===== src/rtl/int_prio_pkg.sv =====
// rtl/int_prio_pkg.sv - shared types, vector defaults and address helper for int_prio_ctrl
package int_prio_pkg;

   typedef enum logic [1:0] {
      ST_IDLE  = 2'd0,
      ST_REQ   = 2'd1,
      ST_BLANK = 2'd2
   } state_t;

   localparam logic [15:0] VEC_BASE_DEF   = 16'h0003;
   localparam logic [15:0] VEC_STRIDE_DEF = 16'h0008;
   localparam int          IDX_W          = 4;

   // Vector address wraps modulo 2^16.
   function automatic logic [15:0] vec_addr(input logic [15:0] base,
                                            input logic [15:0] stride,
                                            input logic [IDX_W-1:0] idx);
      return base + stride * {{(16-IDX_W){1'b0}}, idx};
   endfunction

endpackage


===== src/rtl/int_prio_select.sv =====
// rtl/int_prio_select.sv - combinational eligibility, two-level priority and nesting gate
module int_prio_select
   import int_prio_pkg::*;
#(
   parameter int NUM_SRC = 5
) (
   input  logic               i_ie_ea,
   input  logic [NUM_SRC-1:0] i_ie_en,
   input  logic [NUM_SRC-1:0] i_ip,
   input  logic [NUM_SRC-1:0] i_src_req,
   input  logic [1:0]         i_in_service,
   output logic [NUM_SRC-1:0] o_elig,
   output logic               o_valid,
   output logic [IDX_W-1:0]   o_idx,
   output logic               o_level
);

   logic [NUM_SRC-1:0] w_hi;
   logic [NUM_SRC-1:0] w_lo;
   logic [IDX_W-1:0]   w_hi_idx;
   logic [IDX_W-1:0]   w_lo_idx;

   assign o_elig = i_src_req & i_ie_en & {NUM_SRC{i_ie_ea}};

   always_comb begin
      w_hi     = o_elig & i_ip;
      w_lo     = o_elig & ~i_ip;
      w_hi_idx = '0;
      w_lo_idx = '0;
      // Scan downward so the lowest set index is the last one written.
      for (int i = NUM_SRC - 1; i >= 0; i--) begin
         if (w_hi[i]) w_hi_idx = IDX_W'(i);
         if (w_lo[i]) w_lo_idx = IDX_W'(i);
      end
      o_level = |w_hi;
      o_idx   = (|w_hi) ? w_hi_idx : w_lo_idx;
      o_valid = (|w_hi) ? ~i_in_service[1] : ((|w_lo) && (i_in_service == 2'b00));
   end

endmodule


===== src/rtl/int_prio_ctrl.sv =====
// rtl/int_prio_ctrl.sv - 8051-style two-level interrupt priority controller
module int_prio_ctrl
   import int_prio_pkg::*;
#(
   parameter int          NUM_SRC    = 5,
   parameter logic [15:0] VEC_BASE   = VEC_BASE_DEF,
   parameter logic [15:0] VEC_STRIDE = VEC_STRIDE_DEF
) (
   input  logic               clk,
   input  logic               rst_n,
   input  logic               ie_ea,
   input  logic [NUM_SRC-1:0] ie_en,
   input  logic [NUM_SRC-1:0] ip,
   input  logic [NUM_SRC-1:0] src_req,
   input  logic [NUM_SRC-1:0] edge_mode,
   input  logic               int_ack,
   input  logic               reti,
   output logic               int_req,
   output logic [15:0]        int_vec,
   output logic [NUM_SRC-1:0] clr_flag,
   output logic [1:0]         in_service
);

   state_t             r_state;
   state_t             w_state_nxt;
   logic [IDX_W-1:0]   r_idx;
   logic               r_level;
   logic [15:0]        r_vec;
   logic [NUM_SRC-1:0] r_clr;
   logic [1:0]         r_is;

   logic [NUM_SRC-1:0] w_elig;
   logic               w_win_valid;
   logic [IDX_W-1:0]   w_win_idx;
   logic               w_win_level;
   logic [NUM_SRC-1:0] w_lat_mask;
   logic               w_lat_elig;
   logic               w_ack_ok;
   logic [1:0]         w_is_nxt;

   int_prio_select #(.NUM_SRC(NUM_SRC)) u_select (
      .i_ie_ea      (ie_ea),
      .i_ie_en      (ie_en),
      .i_ip         (ip),
      .i_src_req    (src_req),
      .i_in_service (r_is),
      .o_elig       (w_elig),
      .o_valid      (w_win_valid),
      .o_idx        (w_win_idx),
      .o_level      (w_win_level)
   );

   assign w_lat_mask = NUM_SRC'(1) << r_idx;
   assign w_lat_elig = |(w_elig & w_lat_mask);
   assign w_ack_ok   = (r_state == ST_REQ) && int_ack;

   always_comb begin
      w_state_nxt = r_state;
      case (r_state)
         ST_IDLE: begin
            if (reti)             w_state_nxt = ST_BLANK;
            else if (w_win_valid) w_state_nxt = ST_REQ;
         end
         ST_REQ: begin
            if (reti)             w_state_nxt = ST_BLANK;
            else if (int_ack)     w_state_nxt = ST_IDLE;
            else if (!w_lat_elig) w_state_nxt = ST_IDLE;
         end
         ST_BLANK: w_state_nxt = reti ? ST_BLANK : ST_IDLE;
         default:  w_state_nxt = ST_IDLE;
      endcase
   end

   // RETI retires the innermost level first; a same-cycle acknowledge sets afterwards.
   always_comb begin
      w_is_nxt = r_is;
      if (reti) begin
         if (r_is[1]) w_is_nxt[1] = 1'b0;
         else         w_is_nxt[0] = 1'b0;
      end
      if (w_ack_ok) begin
         if (r_level) w_is_nxt[1] = 1'b1;
         else         w_is_nxt[0] = 1'b1;
      end
   end

   always_ff @(posedge clk or negedge rst_n) begin
      if (!rst_n) begin
         r_state <= ST_IDLE;
         r_idx   <= '0;
         r_level <= 1'b0;
         r_vec   <= 16'h0000;
         r_clr   <= '0;
         r_is    <= 2'b00;
      end else begin
         r_state <= w_state_nxt;
         r_is    <= w_is_nxt;
         r_clr   <= (w_ack_ok && |(edge_mode & w_lat_mask)) ? w_lat_mask : '0;
         if ((r_state == ST_IDLE) && (w_state_nxt == ST_REQ)) begin
            r_idx   <= w_win_idx;
            r_level <= w_win_level;
            r_vec   <= vec_addr(VEC_BASE, VEC_STRIDE, w_win_idx);
         end
      end
   end

   assign int_req    = (r_state == ST_REQ);
   assign int_vec    = r_vec;
   assign clr_flag   = r_clr;
   assign in_service = r_is;

endmodule


===== config.mk =====
export PLATFORM = sky130hd
export DESIGN_NAME = int_prio_ctrl
export DESIGN_NICKNAME = d
export VERILOG_FILES = /design/src/rtl/int_prio_pkg.sv /design/src/rtl/int_prio_select.sv /design/src/rtl/int_prio_ctrl.sv
export SDC_FILE = /design/constraint.sdc
export NUM_CORES = 1
export LEC_CHECK = 0
export CAP_MARGIN = 20
export CORE_MARGIN = 4
export CORE_UTILIZATION = 36
export CTS_CLUSTER_DIAMETER = 150
export DETAILED_ROUTE_END_ITERATION = 12
export PLACE_DENSITY = 0.83
export SLEW_MARGIN = 40
export SYNTH_ARGS = -nofsm -noshare
export SYNTH_HDL_FRONTEND = slang
export SYNTH_HIERARCHICAL = 1
export SYNTH_SLANG_ARGS = --single-unit

===== constraint.sdc =====
create_clock -name clk -period 1.4 [get_ports clk]
set_input_delay 0.21 -clock clk [delete_from_list [all_inputs] [get_ports clk]]
set_output_delay 0.21 -clock clk [all_outputs]
set_load 0.05 [all_outputs]

After elaboration in Yosys (flattened, before gate mapping)
Cells that the tools add are included.
{"block": "totals", "reg_bits": 30, "latch_bits": 0, "ram_bits": 0, "romBits": 0, "output_inout_bits": 24, "word_cells": 54, "n_memories": 0}
{"block": "classes", "add_sub_neg": 1, "mul": 0, "div_mod_pow": 0, "n_lt_le_gt_ge": 0, "n_eq_ne": 3, "shift": 1, "muxes": 25, "bitwise": 8, "reduce_logical": 10}
{"op": "3-bit two-way mux", "count": 11}
{"op": "5-bit bitwise AND", "count": 6}
{"op": "5-bit OR reduction", "count": 4}
{"op": "2-bit two-way mux", "count": 8}
{"op": "2-bit by 7-bit adder with 8-bit output, first input constant", "count": 1}
{"op": "2-bit one-hot mux with 3 select lines", "count": 1}
{"op": "5-bit two-way mux", "count": 1}
{"op": "5-bit NOT", "count": 1}
{"op": "1-bit by 4-bit << shifter with 5-bit output, first input constant", "count": 1}
{"op": "2-bit by 1-bit equality test with 1-bit output, second input constant", "count": 2}
{"op": "1-bit logical AND", "count": 4}
{"op": "2-bit zero test", "count": 2}
{"op": "1-bit two-way mux", "count": 4}
{"op": "2-bit equality test, second input constant", "count": 1}
{"op": "1-bit NOT", "count": 1}

Logic depth before layout (Yosys ltp)
Gate-level depths: netlist of the first run.
{"block": "logic_depth", "ltp_word": 11, "mapped_depth": 8}

Modules after synthesis
Netlist of the first run, hierarchy kept.
{"module": "int_prio_ctrl", "n_inst": 1, "cells_each": 65, "area_each_um2": 768.2}
{"module": "int_prio_select", "n_inst": 1, "cells_each": 35, "area_each_um2": 240.2}

Least setup slack after synthesis of the first run
Ideal clock, no wire load.
{"block": "synth_timing", "path_kind": "reg2reg", "start": "reg r_is[0] (netlist: in_service[0])", "end": "reg r_vec[6] (netlist: int_vec[6])", "arrival_time_ps": 1603, "t_required_ps": 1275, "path_slack_ps": -328, "stages_incl_launch_ff": 5, "period_less_slack_ps": 1728, "cell_sequence": "dfrtp_1 -> o2bb2ai_1 -> a21oi_1 -> nor4b_4 -> mux2_2"}
{"block": "synth_via", "elab_chain_len": 8}
{"item": "from (decl)", "line_no": "int_prio_ctrl.sv:30", "text": "logic [1:0] r_is;"}
{"item": "from (signal assigned)", "line_no": "int_prio_ctrl.sv:97", "text": "r_is <= w_is_nxt;"}
{"item": "2-bit zero test", "line_no": "int_prio_select.sv:37", "text": "o_valid = (|w_hi) ? ~i_in_service[1] : ((|w_lo) && (i_in_service == 2'b00));"}
{"item": "1-bit logical AND", "line_no": "int_prio_select.sv:37"}
{"item": "1-bit two-way mux", "line_no": "int_prio_select.sv:37"}
{"item": "named net w_win_valid", "line_no": "int_prio_ctrl.sv:33", "text": "logic w_win_valid;"}
{"item": "2-bit two-way mux", "line_no": "int_prio_ctrl.sv:62", "text": "else if (w_win_valid) w_state_nxt = ST_REQ;"}
{"item": "2-bit two-way mux", "line_no": "int_prio_ctrl.sv:61", "text": "if (reti) w_state_nxt = ST_BLANK;"}
{"item": "2-bit one-hot mux with 3 select lines", "line_no": "int_prio_ctrl.sv:59", "text": "case (r_state)"}
{"item": "2-bit by 1-bit equality test with 1-bit output", "line_no": "int_prio_ctrl.sv:99", "text": "if ((r_state == ST_IDLE) && (w_state_nxt == ST_REQ)) begin"}
{"item": "1-bit logical AND", "line_no": "int_prio_ctrl.sv:99"}
{"item": "to (signal assigned)", "line_no": "int_prio_ctrl.sv:102", "text": "r_vec <= vec_addr(VEC_BASE, VEC_STRIDE, w_win_idx);"}
{"item": "to (decl)", "line_no": "int_prio_ctrl.sv:28", "text": "logic [15:0] r_vec;"}
The timed path passes the listed nets, and every way through them passes these cells.
A chain may end at the register's enable or synchronous reset.

Final worst setup path of the first run
{"block": "layout_timing", "start": "in ie_ea", "end": "reg r_level"}
{"block": "layout_via", "elab_chain_len": 10, "word_cells_on_any_way": 17, "classes_between": "eq/ne (1); mux (7); bitwise (4); reduce/logical (5)"}
{"item": "from (decl)", "line_no": "int_prio_ctrl.sv:11", "text": "input logic ie_ea,"}
{"item": "5-bit bitwise AND (*)", "line_no": "int_prio_select.sv:23", "text": "assign o_elig = i_src_req & i_ie_en & {NUM_SRC{i_ie_ea}};"}
{"item": "named net w_elig[2]", "line_no": "int_prio_ctrl.sv:32", "text": "logic [NUM_SRC-1:0] w_elig;"}
{"item": "5-bit bitwise AND", "line_no": "int_prio_select.sv:27", "text": "w_lo = o_elig & ~i_ip;"}
{"item": "5-bit OR reduction", "line_no": "int_prio_select.sv:37"}
{"item": "1-bit logical AND", "line_no": "int_prio_select.sv:37"}
{"item": "1-bit two-way mux (*)", "line_no": "int_prio_select.sv:37"}
{"item": "named net w_win_valid", "line_no": "int_prio_ctrl.sv:33"}
{"item": "2-bit two-way mux (*)", "line_no": "int_prio_ctrl.sv:62"}
{"item": "2-bit two-way mux (*)", "line_no": "int_prio_ctrl.sv:61"}
{"item": "2-bit one-hot mux with 3 select lines (*)", "line_no": "int_prio_ctrl.sv:59"}
{"item": "2-bit by 1-bit equality test with 1-bit output (*)", "line_no": "int_prio_ctrl.sv:99"}
{"item": "1-bit logical AND (*)", "line_no": "int_prio_ctrl.sv:99"}
{"item": "to (signal assigned)", "line_no": "int_prio_ctrl.sv:101", "text": "r_level <= w_win_level;"}
{"item": "to (decl)", "line_no": "int_prio_ctrl.sv:27", "text": "logic r_level;"}
Mark *: on every way through the listed nets, which the timed path passes. The rest lies on a longest branch.

==> impl_metrics.env, run 1 <==
export IMPL_outcome="finished, violations left"
export IMPL_violations="negative setup slack"
export IMPL_cts_sinks=15
export IMPL_clockRootBuffer="clkbuf_4"
export IMPL_antenna_found_initial=0
export IMPL_antenna_left=0
export IMPL_gp_congestion=0.861
export IMPL_die_h_um=60.9
export IMPL_clockBufferDepth=2
export IMPL_drt_pass1_iterations=4
export IMPL_netlist_area_sq_um=1010
export IMPL_finalSetupViolations=11
export IMPL_ir_drop_mv=0.775
export IMPL_track_usage_pct=21.1
export IMPL_critPathCaptureType="register"
export IMPL_numCtsBuffers=3
export IMPL_multi_input_area_sq_um=646
export IMPL_grt_setup_unrepaired="yes"
export IMPL_wirelength_um=3660
export IMPL_diodes=0
export IMPL_layout_worst_path_cycle_share_pct=110
export IMPL_grt_max_degree=16
export IMPL_cp_start_kind="input pin"
export IMPL_finalPower_mw=1.70
export IMPL_drive_gt1_share_pct=57.2
export IMPL_hpwlAfterDp_um=2580
export IMPL_netlist_cell_type_count=35
export IMPL_power_leakage_nw=0.901
export IMPL_path_max_fanout=7
export IMPL_place_ws_ns=-0.958
export IMPL_ys_seq_elements=15
export IMPL_dp_cells=190
export IMPL_cts_tree="yes"
export IMPL_fp_dieArea_sq_um=3710
export IMPL_fin_crit_ns=1.53
export IMPL_syn_inst=100
export IMPL_hold_violations=0
export IMPL_dpl_instance_area_sq_um=1720
export IMPL_ff_latch_area_sq_um=382
export IMPL_final_nets=206
export IMPL_core_region_area_sq_um=2570
export IMPL_crit_arrival_ns=1.71
export IMPL_num_io_pins=49
export IMPL_hold_path_class="input pin to asynchronous set/reset pin"
export IMPL_fp_row_count=18
export IMPL_yosys_warnings=6
export IMPL_grt_first_pass_wirelength_um=5580
export IMPL_viasPerCell=5.40
export IMPL_port_buffers=38
export IMPL_cap_violations=0
export IMPL_stdcell_area_sq_um=1910
export IMPL_grt_overflow_total=0
export IMPL_via_count=1134
export IMPL_avgSynthCellArea_sq_um=10.1
export IMPL_setup_ws_ns=-0.134
export IMPL_fmax_mhz=652
export IMPL_path_clk_slew_ns=0.09
export IMPL_yosysSeqAreaShare_pct=37.2
export IMPL_area_delta_synth_final_pct=89.7
export IMPL_finalNonFillerCells=210
export IMPL_cellPowerDensity_nw_per_um2=887
export IMPL_start_util_pct=39.3
export IMPL_r2r_setup_slack_ns=-0.08
export IMPL_worst_endpoint_required_ns=1.57
export IMPL_crit_type="input pin to register"
export IMPL_grt_pass1_vias=1207
export IMPL_skew_ns=0.00111
export IMPL_dr_first_iter_drc_count=43
export IMPL_clk_latency_ns=0.28
export IMPL_die_width_um=60.9
export IMPL_hold_buffers=0
export IMPL_wl_per_cell_um=17.4
export IMPL_fill_cells=177
export IMPL_htreeDepth=1
export IMPL_drc=0
export IMPL_slew_viol_final=0
cells in the mapped netlist:
master / count / share of area [%]
inv_1: 1 / 0.37
nor4b_2: 1 / 1.5
or2_2: 1 / 0.62
and2_4: 1 / 0.87
a221oi_1: 1 / 0.87
nand3_1: 2 / 0.99
nor2b_1: 1 / 0.62
and3b_1: 1 / 0.87
mux2_4: 1 / 1.5
a21oi_1: 5 / 2.5
mux2_2: 8 / 8.9
nand2_1: 10 / 3.7
conb_1: 2 / 0.74
nor4b_4: 1 / 2.4
and4b_2: 1 / 1.1
nor2_1: 4 / 1.5
buf_6: 1 / 1.1
a22o_2: 1 / 0.99
dfrtp_1: 15 / 37
o21ai_0: 3 / 1.5
nor3_1: 3 / 1.5
a222oi_1: 1 / 0.99
a22oi_1: 1 / 0.74
o21ai_1: 2 / 0.99
nand4b_1: 4 / 3.5
buf_4: 12 / 8.9
and4b_1: 1 / 0.99
and3_1: 4 / 2.5
a22o_1: 2 / 1.7
nand4_1: 2 / 1.2
o2bb2ai_1: 1 / 0.87
nor3b_2: 2 / 2.5
a41oi_1: 1 / 0.87
and3_4: 2 / 2.2
nand2b_1: 1 / 0.62
cells in the final DEF (no fill, tap or decap), types with 5 or more instances in the layout:
cell type and instances:
dfrtp_1 10, dfrtp_2 5, clkdlybuf4s15_1 5, and3_4 5, mux2_4 6, buf_12 14
buf_4 39, nand2_1 8, clkdlybuf4s50_1 8, conb_1 11
cell type report:
| cell class | count | area share, % |
|---|---|---|
| repair buffers | 80 | 42.7 |
| multi-input cells | 80 | 33.7 |
| flip-flops and latches | 15 | 19.9 |
| well taps | 30 | 1.96 |
| clock buffers | 3 | 1.18 |
| clock inverters | 1 | 0.262 |
| inverters | 1 | 0.196 |
state kept, by name (all words and copies together), names as in the netlist:
register    cells
r_idx           3
clr_flag        5
r_state         2
r_level         1
int_vec         2
in_service      2
power breakdown:
part / total (mW) / switching [mW] / internal (mW)
Clock: 0.250 / 0.144 / 0.106
Sequential: 0.569 / 0.0842 / 0.485
Combinational: 0.878 / 0.415 / 0.463
stage by stage:
stage          hold WS, ns  utilization [%]  setup TNS, ns
2_1_floorplan      -0.0856                -          -1.68
3_3_place_gp         0.488             67.1          -5.90
3_5_place_dp         0.505             67.1          -6.69
4_1_cts              0.244             72.9         -0.598
5_1_grt              0.249             74.5          -1.21
6_report             0.243             74.5         -0.953
timing repair:
| item | in CTS | in global routing |
|---|---|---|
| pin swaps | 8 | 3 |
| gates cloned | 1 | 0 |
| endpoints found under the setup margin | 8 | 11 |
| buffers inserted | 12 | 3 |
| gates resized for setup | 47 | 11 |
kinds of logic (layout without fill, tap and decap cells):
| family | count (synthesis) | in the layout | synth area share (%) |
|---|---|---|---|
| AO/OA/AOI/OAI | 18 | 18 | 12.0 |
| buffers and inverters | 14 | 85 | 10.4 |
| flip-flops | 15 | 15 | 37.2 |
| multiplexers | 9 | 9 | 10.4 |
| other | 2 | 11 | 0.745 |
| AND/OR/NAND/NOR | 42 | 42 | 29.2 |
per-layer routing:
| layer | wire length [um] | up-vias | global-route usage (%) |
|---|---|---|---|
| met2 | 1860 | 62 | 39.4 |
| met1 | 1400 | 544 | 21.9 |
| li1 | - | 514 | - |
| met5 | 0 | - | 0 |
| met3 | 253 | 14 | 3.83 |
| met4 | 146 | 0 | 12.1 |
worst max-delay path, cell delays in order:
cell and delay (ns):
buf_8 0.10, buf_6 0.12, and3_4 0.15, a22o_4 0.25, nor3b_4 0.22, a21oi_2 0.08, nor4b_4 0.13, buf_6 0.14
mux2_4 0.30
worst paths after layout:
path | from | endpoint | cells past startpoint
min | rst_n | clr_flag[0] | 2
max in group asynchronous | rst_n | in_service[0] | 2
min reg2reg | r_level | in_service[0] | 1
min in group clk | r_level | in_service[0] | 1
max | ie_ea | r_level | 9
max reg2reg | in_service[0] | r_level | 5
Power figures use the tool's default switching activity.
==> run 2: changes to the inputs <==
CORE_UTILIZATION = 35   (was 36)
PLACE_DENSITY = 0.82   (was 0.83)
==> run 2 against run 1 <==
The flow still finishes with violations (negative setup slack). Register-to-register slack worse by 0.06 ns. Hold slack worse by 0.0077 ns. Flip-flop and latch count unchanged. First-iteration DRC count up 26%. Utilization down 3.4 points. Combinational power up 0.9%. Routed wire length up 12%. Critical path type unchanged. Largest cell class unchanged. Highest routed layer unchanged.
==> impl_metrics.env, run 2 (synthesized netlist as in run 1, its figures left out) <==
export IMPL_power_leakage_nw=0.914
export IMPL_setup_tns_final_ns=-1.31
export IMPL_stdcell_area_sq_um=1960
export IMPL_clockPowerShare_pct=14.6
export IMPL_r2r_end="int_vec[6]"
export IMPL_final_common_cell="buf_4"
export IMPL_r2r_setup_slack_ns=-0.14
export IMPL_critPathCaptureType="register"
export IMPL_hpwlAfterDp_um=2540
export IMPL_num_io_pins=49
export IMPL_hold_slack_ns=0.235
export IMPL_crit_type="input pin to register"
export IMPL_fp_row_count=19
export IMPL_numCtsBuffers=3
export IMPL_wl_per_cell_um=19.2
export IMPL_die_width_um=61.7
export IMPL_cts_sinks=15
export IMPL_drt_pass1_iterations=4
export IMPL_finalPower_mw=1.72
export IMPL_gp_congestion=0.821
export IMPL_fin_crit_ns=1.59
export IMPL_path_max_fanout=7
export IMPL_finalNonFillerCells=214
export IMPL_grt_overflow_total=0
export IMPL_skew_ns=0.00123
export IMPL_wirelength_um=4110
export IMPL_layout_common_cells="40 x buf_4, 14 x buf_12, 11 x conb_1"
export IMPL_grt_first_pass_wirelength_um=5560
export IMPL_fin_util_pct=71.1
export IMPL_final_nets=209
export IMPL_grt_max_degree=16
export IMPL_largest_reg_flops=5
export IMPL_fp_dieArea_sq_um=3800
export IMPL_port_buffers=38
export IMPL_place_ws_ns=-0.933
export IMPL_hold_buffers=0
export IMPL_viasPerCell=5.48
export IMPL_power_switching_mw=0.664
export IMPL_clockRootBuffer="clkbuf_4"
export IMPL_dpl_instance_area_sq_um=1720
export IMPL_core_region_area_sq_um=2760
export IMPL_layout_worst_path_cycle_share_pct=114
export IMPL_seq_power_share_pct=33.8
export IMPL_hold_path_class="input pin to asynchronous set/reset pin"
export IMPL_cap_violations=0
export IMPL_area_delta_synth_final_pct=94.4
export IMPL_drc=0
export IMPL_r2r_start="in_service[0]"
export IMPL_cts_tree="yes"
export IMPL_violations="negative setup slack"
export IMPL_r2r_cells=5
export IMPL_setup_ws_ns=-0.190
export IMPL_cp_start_kind="input pin"
export IMPL_dp_cells=190
export IMPL_clockBufferDepth=2
export IMPL_grt_pass1_vias=1195
export IMPL_finalSetupViolations=10
export IMPL_path_clk_slew_ns=0.09
export IMPL_outcome="finished, violations left"
export IMPL_p_sw_share_pct=38.6
export IMPL_power_frac_comb_pct=51.6
export IMPL_slew_viol_final=0
export IMPL_track_usage_pct=20.5
export IMPL_drive_gt1_share_pct=57.4
export IMPL_grt_setup_unrepaired="yes"
export IMPL_start_util_pct=36.6
export IMPL_crit_arrival_ns=1.77
export IMPL_fill_cells=203
export IMPL_antenna_found_initial=0
export IMPL_worst_endpoint_required_ns=1.58
export IMPL_antenna_left=0
export IMPL_cellPowerDensity_nw_per_um2=876
export IMPL_internal_power_mw=1.05
export IMPL_ir_drop_mv=0.913
export IMPL_fmax_mhz=629
export IMPL_diodes=0
export IMPL_die_h_um=61.7
export IMPL_hold_violations=0
export IMPL_htreeDepth=1
export IMPL_clk_latency_ns=0.28
export IMPL_dr_first_iter_drc_count=54
export IMPL_via_count=1172
## run 2: cell type report
cell class | instances | area, sq um | area share (%)
sequential | 15 | 382 | 19.5
timing repair buffer | 83 | 856 | 43.7
tap | 31 | 38.8 | 1.98
inverter | 1 | 3.75 | 0.191
clock buffer | 4 | 26.3 | 1.34
multi-input combinational | 80 | 654 | 33.4
## run 2: critical path, stage by stage
cell and delay [ns]:
buf_8 0.10, buf_6 0.12, and3_4 0.19, a22o_4 0.24
nor3b_4 0.24, a21oi_2 0.08, nor4b_4 0.14, buf_6 0.14
mux2_4 0.30
## run 2: power groups by stage
stage	combinational, mW	clock (mW)	sequential [mW]
2_1_floorplan	0.283	0	0.667
3_3_place_gp	0.754	0	0.564
3_5_place_dp	0.773	0	0.574
4_1_cts	0.830	0.255	0.566
5_1_grt	0.924	0.273	0.588
6_report	0.886	0.251	0.581
## run 2: per-layer routing
metal / global-route usage (%) / vias up / wire [um] / share of wire [%]
li1: - / 514 / - / -
met1: 20.8 / 551 / 1380 / 34
met2: 38.6 / 85 / 2130 / 52
met3: 5.24 / 22 / 369 / 9.0
met4: 9.39 / 0 / 225 / 5.5
met5: 0 / - / 0 / 0
## run 2: what timing repair did
item / in CTS / in global routing
gates resized for setup: 46 / 15
setup endpoints to repair: 9 / 11
gates cloned: 1 / 0
setup buffers: 13 / 7
pin swaps: 14 / 6
## run 2: how the worst max path moves through the flow
stage          startpoint  depth (start not counted)  slack [ns]          to
2_1_floorplan       ie_ea                          7       -0.27  int_vec[6]
3_3_place_gp        ie_ea                          8       -0.87  int_vec[6]
3_5_place_dp        ie_ea                          8       -0.93    r_idx[1]
4_1_cts             ie_ea                          9       -0.14    r_idx[1]
5_1_grt             ie_ea                          9       -0.23     r_level
6_report            ie_ea                          9       -0.19     r_level
==> run 3: changes to the inputs <==
CORE_UTILIZATION = 36   (was 35)
MAX_ROUTING_LAYER = met4   (was unset)
PLACE_DENSITY = 0.83   (was 0.82)
==> run 3 against run 2 <==
Combinational power about the same. Routed wire length down 9.8%. Sequential share of layout area rose by 0.56 points. The run still ends with negative setup slack left. Utilization grew 3.1 points. Worst setup slack better by 0.059 ns. Non-clock buffer count is 3 lower. Maximum frequency up 3.8%. Largest power group unchanged. Power up 0.31%. Critical endpoint is now r_idx[1]. Die area is 2.4% lower. Clock-buffer cell count stayed put. Flip-flop and latch count unchanged.
==> impl_metrics.env, run 3 (synthesized netlist as in run 1, its figures left out) <==
export IMPL_outcome="finished, violations left"
export IMPL_violations="negative setup slack"
export IMPL_grt_overflow_total=0
export IMPL_core_region_area_sq_um=2570
export IMPL_num_io_pins=49
export IMPL_htreeDepth=1
export IMPL_hold_slack_ns=0.229
export IMPL_cts_tree="yes"
export IMPL_place_ws_ns=-0.922
export IMPL_track_usage_pct=20.7
export IMPL_via_count=1136
export IMPL_cellPowerDensity_nw_per_um2=904
export IMPL_cp_slowest_cell="dfrtp_2"
export IMPL_finalNonFillerCells=210
export IMPL_dr_first_iter_drc_count=52
export IMPL_grt_met1_usage_pct=21.4
export IMPL_ir_drop_mv=1.01
export IMPL_r2r_start="in_service[0]"
export IMPL_gp_congestion=0.857
export IMPL_hold_buffers=0
export IMPL_crit_chain="o2bb2ai_2 -> a21oi_2 -> nor4b_4 -> buf_4 -> mux2_4"
export IMPL_largest_reg_flops=5
export IMPL_final_nets=206
export IMPL_setup_tns_final_ns=-0.709
export IMPL_stdcell_area_sq_um=1910
export IMPL_layout_common_cells="40 x buf_4, 14 x buf_12, 11 x conb_1"
export IMPL_die_width_um=60.9
export IMPL_cap_violations=0
export IMPL_viasPerCell=5.41
export IMPL_drive_gt1_share_pct=58.3
export IMPL_fin_crit_ns=1.53
export IMPL_fmax_mhz=653
export IMPL_grt_setup_unrepaired="yes"
export IMPL_start_util_pct=39.3
export IMPL_finalPower_mw=1.72
export IMPL_clockRootBuffer="clkbuf_4"
export IMPL_clockBufferDepth=2
export IMPL_power_leakage_nw=0.885
export IMPL_finalSetupViolations=9
export IMPL_dp_cells=191
export IMPL_critPathCaptureType="register"
export IMPL_final_common_cell="buf_4"
export IMPL_use_met3_pct=5.96
export IMPL_path_max_fanout=4
export IMPL_numCtsBuffers=3
export IMPL_cts_sinks=15
export IMPL_grt_first_pass_wirelength_um=5440
export IMPL_top_usage_layer="met2"
export IMPL_path_clk_slew_ns=0.09
export IMPL_skew_ns=0.00571
export IMPL_fp_dieArea_sq_um=3710
export IMPL_antenna_found_initial=0
export IMPL_slowest_delay_ns=0.44
export IMPL_cp_start_kind="register"
export IMPL_hpwlAfterDp_um=2550
export IMPL_antenna_left=0
export IMPL_drc=0
export IMPL_fin_util_pct=74.2
export IMPL_hold_violations=0
export IMPL_wl_per_cell_um=17.7
export IMPL_worst_endpoint_required_ns=1.58
export IMPL_port_buffers=38
export IMPL_clk_latency_ns=0.29
export IMPL_fp_row_count=18
export IMPL_drt_pass1_iterations=5
export IMPL_cp_startpoint="in_service[0]"
export IMPL_slew_viol_final=0
export IMPL_layout_worst_path_cycle_share_pct=109
export IMPL_wirelength_um=3710
export IMPL_crit_arrival_ns=1.71
export IMPL_grt_max_degree=16
export IMPL_die_h_um=60.9
export IMPL_dpl_instance_area_sq_um=1730
export IMPL_diodes=0
export IMPL_grt_pass1_vias=1150
export IMPL_grtUsageMet2_pct=37.1
export IMPL_setup_ws_ns=-0.132
export IMPL_crit_type="register to register"
export IMPL_hold_path_class="input pin to asynchronous set/reset pin"
export IMPL_area_delta_synth_final_pct=89.0
[run 3: repair_timing]
item,in CTS,in global routing
cloned,1,0
resized for setup,45,14
setup buffers,9,5
pin swaps,8,5
endpoints found under the hold margin,0,0
endpoints found under the setup margin,8,10
[run 3: layout make-up]
| class | count | area [sq um] |
|---|---|---|
| Sequential cell | 15 | 382 |
| Inverter | 1 | 3.75 |
| Multi-Input combinational cell | 80 | 648 |
| Fill cell | 178 | 662 |
| Tap cell | 30 | 37.5 |
| Clock buffer | 4 | 26.3 |
| Timing Repair Buffer | 80 | 808 |
[run 3: layer usage]
metal	wire (um)	share of wire [%]
met5	0	0
met4	78	2.1
met3	256	6.9
met2	2020	55
met1	1350	36
[run 3: worst max-delay path, delay by kind of cell, from the launching register on]
family | cells | cell delay [ns]
DFF | 1 | 0.44
muxes | 1 | 0.30
AOI/OAI and AO/OA | 2 | 0.28
and+or+nand+nor | 1 | 0.22
buffers and inverters | 1 | 0.19
[run 3: final timing paths]
kind / slack, ns / cells past startpoint / to
worst max-delay path: -0.13 / 5 / r_idx[1]
worst min-delay path: 0.23 / 2 / clr_flag[0]
worst max register to register: -0.13 / 5 / r_idx[1]
worst min register to register: 0.53 / 1 / clr_flag[2]
max in group asynchronous: 0.97 / 2 / in_service[0]
min in group clk: 0.53 / 1 / clr_flag[2]
[run 3: power by group]
group,internal [mW],total (mW),switching [mW]
clock,0.111,0.253,0.142
combinational,0.465,0.887,0.421
sequential,0.485,0.584,0.0986
==> RTL edit: new RTL, config.mk and constraints of run 2 <==
Change the package constant `IDX_W` from 4 to 5.
--- a/src/rtl/int_prio_pkg.sv
+++ b/src/rtl/int_prio_pkg.sv
@@ -9,7 +9,7 @@
 
    localparam logic [15:0] VEC_BASE_DEF   = 16'h0003;
    localparam logic [15:0] VEC_STRIDE_DEF = 16'h0008;
-   localparam int          IDX_W          = 4;
+   localparam int          IDX_W          = 5;
 
    // Vector address wraps modulo 2^16.
    function automatic logic [15:0] vec_addr(input logic [15:0] base,
Behaviour: no difference found for any inputs over 10 cycles, from zero or initial values and one cycle with rst_n low; that may be too few to reach the edited logic, so the function may still have changed.
==> RTL edit against run 2 <==
  * Sequential cell count up 1
  * Setup slack improved by 26 ps
  * Critical endpoint unchanged
  * Final cell count decreased by 9.8%
  * The flow still finishes with violations (negative setup slack)
  * Total power rose by 1.2%
  * Routed wire length fell by 20%
  * Register-to-register slack worse by 20 ps
  * Critical path type is now flop to flop
  * Design area down 7.0%
  * Clock power increased by 29%
  * Area after synthesis is 2.6% lower
==> RTL edit: results (changes against run 2) <==
status: "finished with violations"
violations: "negative setup slack"
cts_max_level: 1  # unchanged
leakagePower_nw: 0.8405  # -8.1%
grt_pass1_wl_um: 4933  # -11%
grt_pass1_vias: 1051  # -12%
final_layout_size_suffix_gt1_share_pct: 49.08  # -8.3 points
cts-root-buf: "clkbuf_4"
clk_pin_slew_ps: 100
yosys-top-cells-area: "dfrtp_1 41%, buf_4 9.2%, mux2_2 5.7%"
dp_hpwl_um: 2386  # -6.0%
nets: 189  # -9.6%
setup_ws_ps: -163.9  # +26.45 ps
diodes: 0  # unchanged
hp-class: "primary input to asynchronous set/reset pin"
preCtsSetupSlack_ps: -939.6  # -7.060 ps
slew_violations: 0  # unchanged
dr.pass1.iters: 4  # unchanged
port_buffers: 39  # +2.6%
grt_max_degree: 17  # +1
grt_antenna_before_repair: 0  # unchanged
cp_top_family: "flip-flops"
clock_latency_ps: 300  # +20 ps
async_flop_share_pct: 100.0  # unchanged
seq_area_frac_synth_pct: 40.76  # +3.5 points
first_iter_violations: 44  # -19%
cpPeakStageDelay_ps: 450  # +150 ps
cpMaxStageDelayCell: "dfrtp_2"
finalSetupViolCount: 7  # -3
viasPerCell: 5.295  # -3.3%
cp_max_fo: 8  # +1
yosysUniqueCellTypes: 33  # -5.7%
place_congestion: 0.8727  # +6.4%
clock-skew-final_ps: 8.825  # +7.598 ps
ir_drop_v: 0.001197  # +31%
grt_util_all_layers_pct: 18.07  # -2.4 points
synth.top_cells.by_count: "16 x dfrtp_1, 12 x buf_4, 10 x nand2_1"
drt_wl_total_um: 3306  # -20%
largest_reg_flops: 5  # unchanged
synth_warnings: 6  # unchanged
[RTL edit: final timing paths]
kind,cells after the start,endpoint,slack [ps],from
max,5,r_level$_DFFE_PN0P_,-160,in_service[0]$_DFF_PN0_
min,2,in_service[1]$_DFF_PN0_,210,rst_n
max reg2reg,5,r_level$_DFFE_PN0P_,-160,in_service[0]$_DFF_PN0_
min reg2reg,1,in_service[0]$_DFF_PN0_,540,r_level$_DFFE_PN0P_
max in group asynchronous,2,r_idx[0]$_DFFE_PN0P_,990,rst_n
min in group clk,3,clr_flag[1]$_DFF_PN0_,430,edge_mode[1]
[RTL edit: layer usage]
layer	global-route usage [%]	vias up	routed length, um
met1	19.69	487	1216
met4	6.811	0	166
met2	33.28	55	1673
met5	0	-	0
li1	-	464	-
met3	4.681	16	250
[RTL edit: cells by family (layout without fill, tap and decap cells)]
logic type             count (synthesis)  in the layout  synth area share, %
AO/OA/AOI/OAI                         15             15                9.809
buffers and inverters                 16             73                11.47
flip-flops                            16             16                40.76
multiplexers                           6              6                8.025
other                                  2             11               0.7646
AND/OR/NAND/NOR                       42             42                29.17
[RTL edit: area by class of cell]
| cell class | instances | area [um^2] |
|---|---|---|
| clock buffer | 4 | 36.28 |
| inverter | 3 | 11.26 |
| tap | 30 | 37.54 |
| multi-input combinational | 74 | 600.6 |
| fill | 181 | 743.2 |
| sequential | 16 | 404.1 |
| timing repair buffer | 66 | 734.5 |
[RTL edit: stage by stage]
step / TNS [ps] / instances / area, um^2
finish: -951.0 / 193 / 1824
global route: -1534 / 193 / 1824
CTS: -854.5 / 192 / 1777
detailed placement: -6897 / 184 / 1692
global placement: -6229 / 184 / 1692
floorplan: -1959 / 106 / 1041
[RTL edit: power by group]
part           switching, W  leakage, nW  total (W)  internal, W
Clock              0.000165       0.0210   0.000324     0.000159
Sequential        0.0000773        0.204   0.000597     0.000519
Combinational      0.000412        0.616   0.000817     0.000406
Total              0.000654        0.841    0.00174      0.00108
[RTL edit: timing repair]
action                     CTS  global route
gates resized for setup     41            14
pin swaps                    7             5
cloned                       1             0
setup buffers                4             1
setup endpoints to repair    9            11
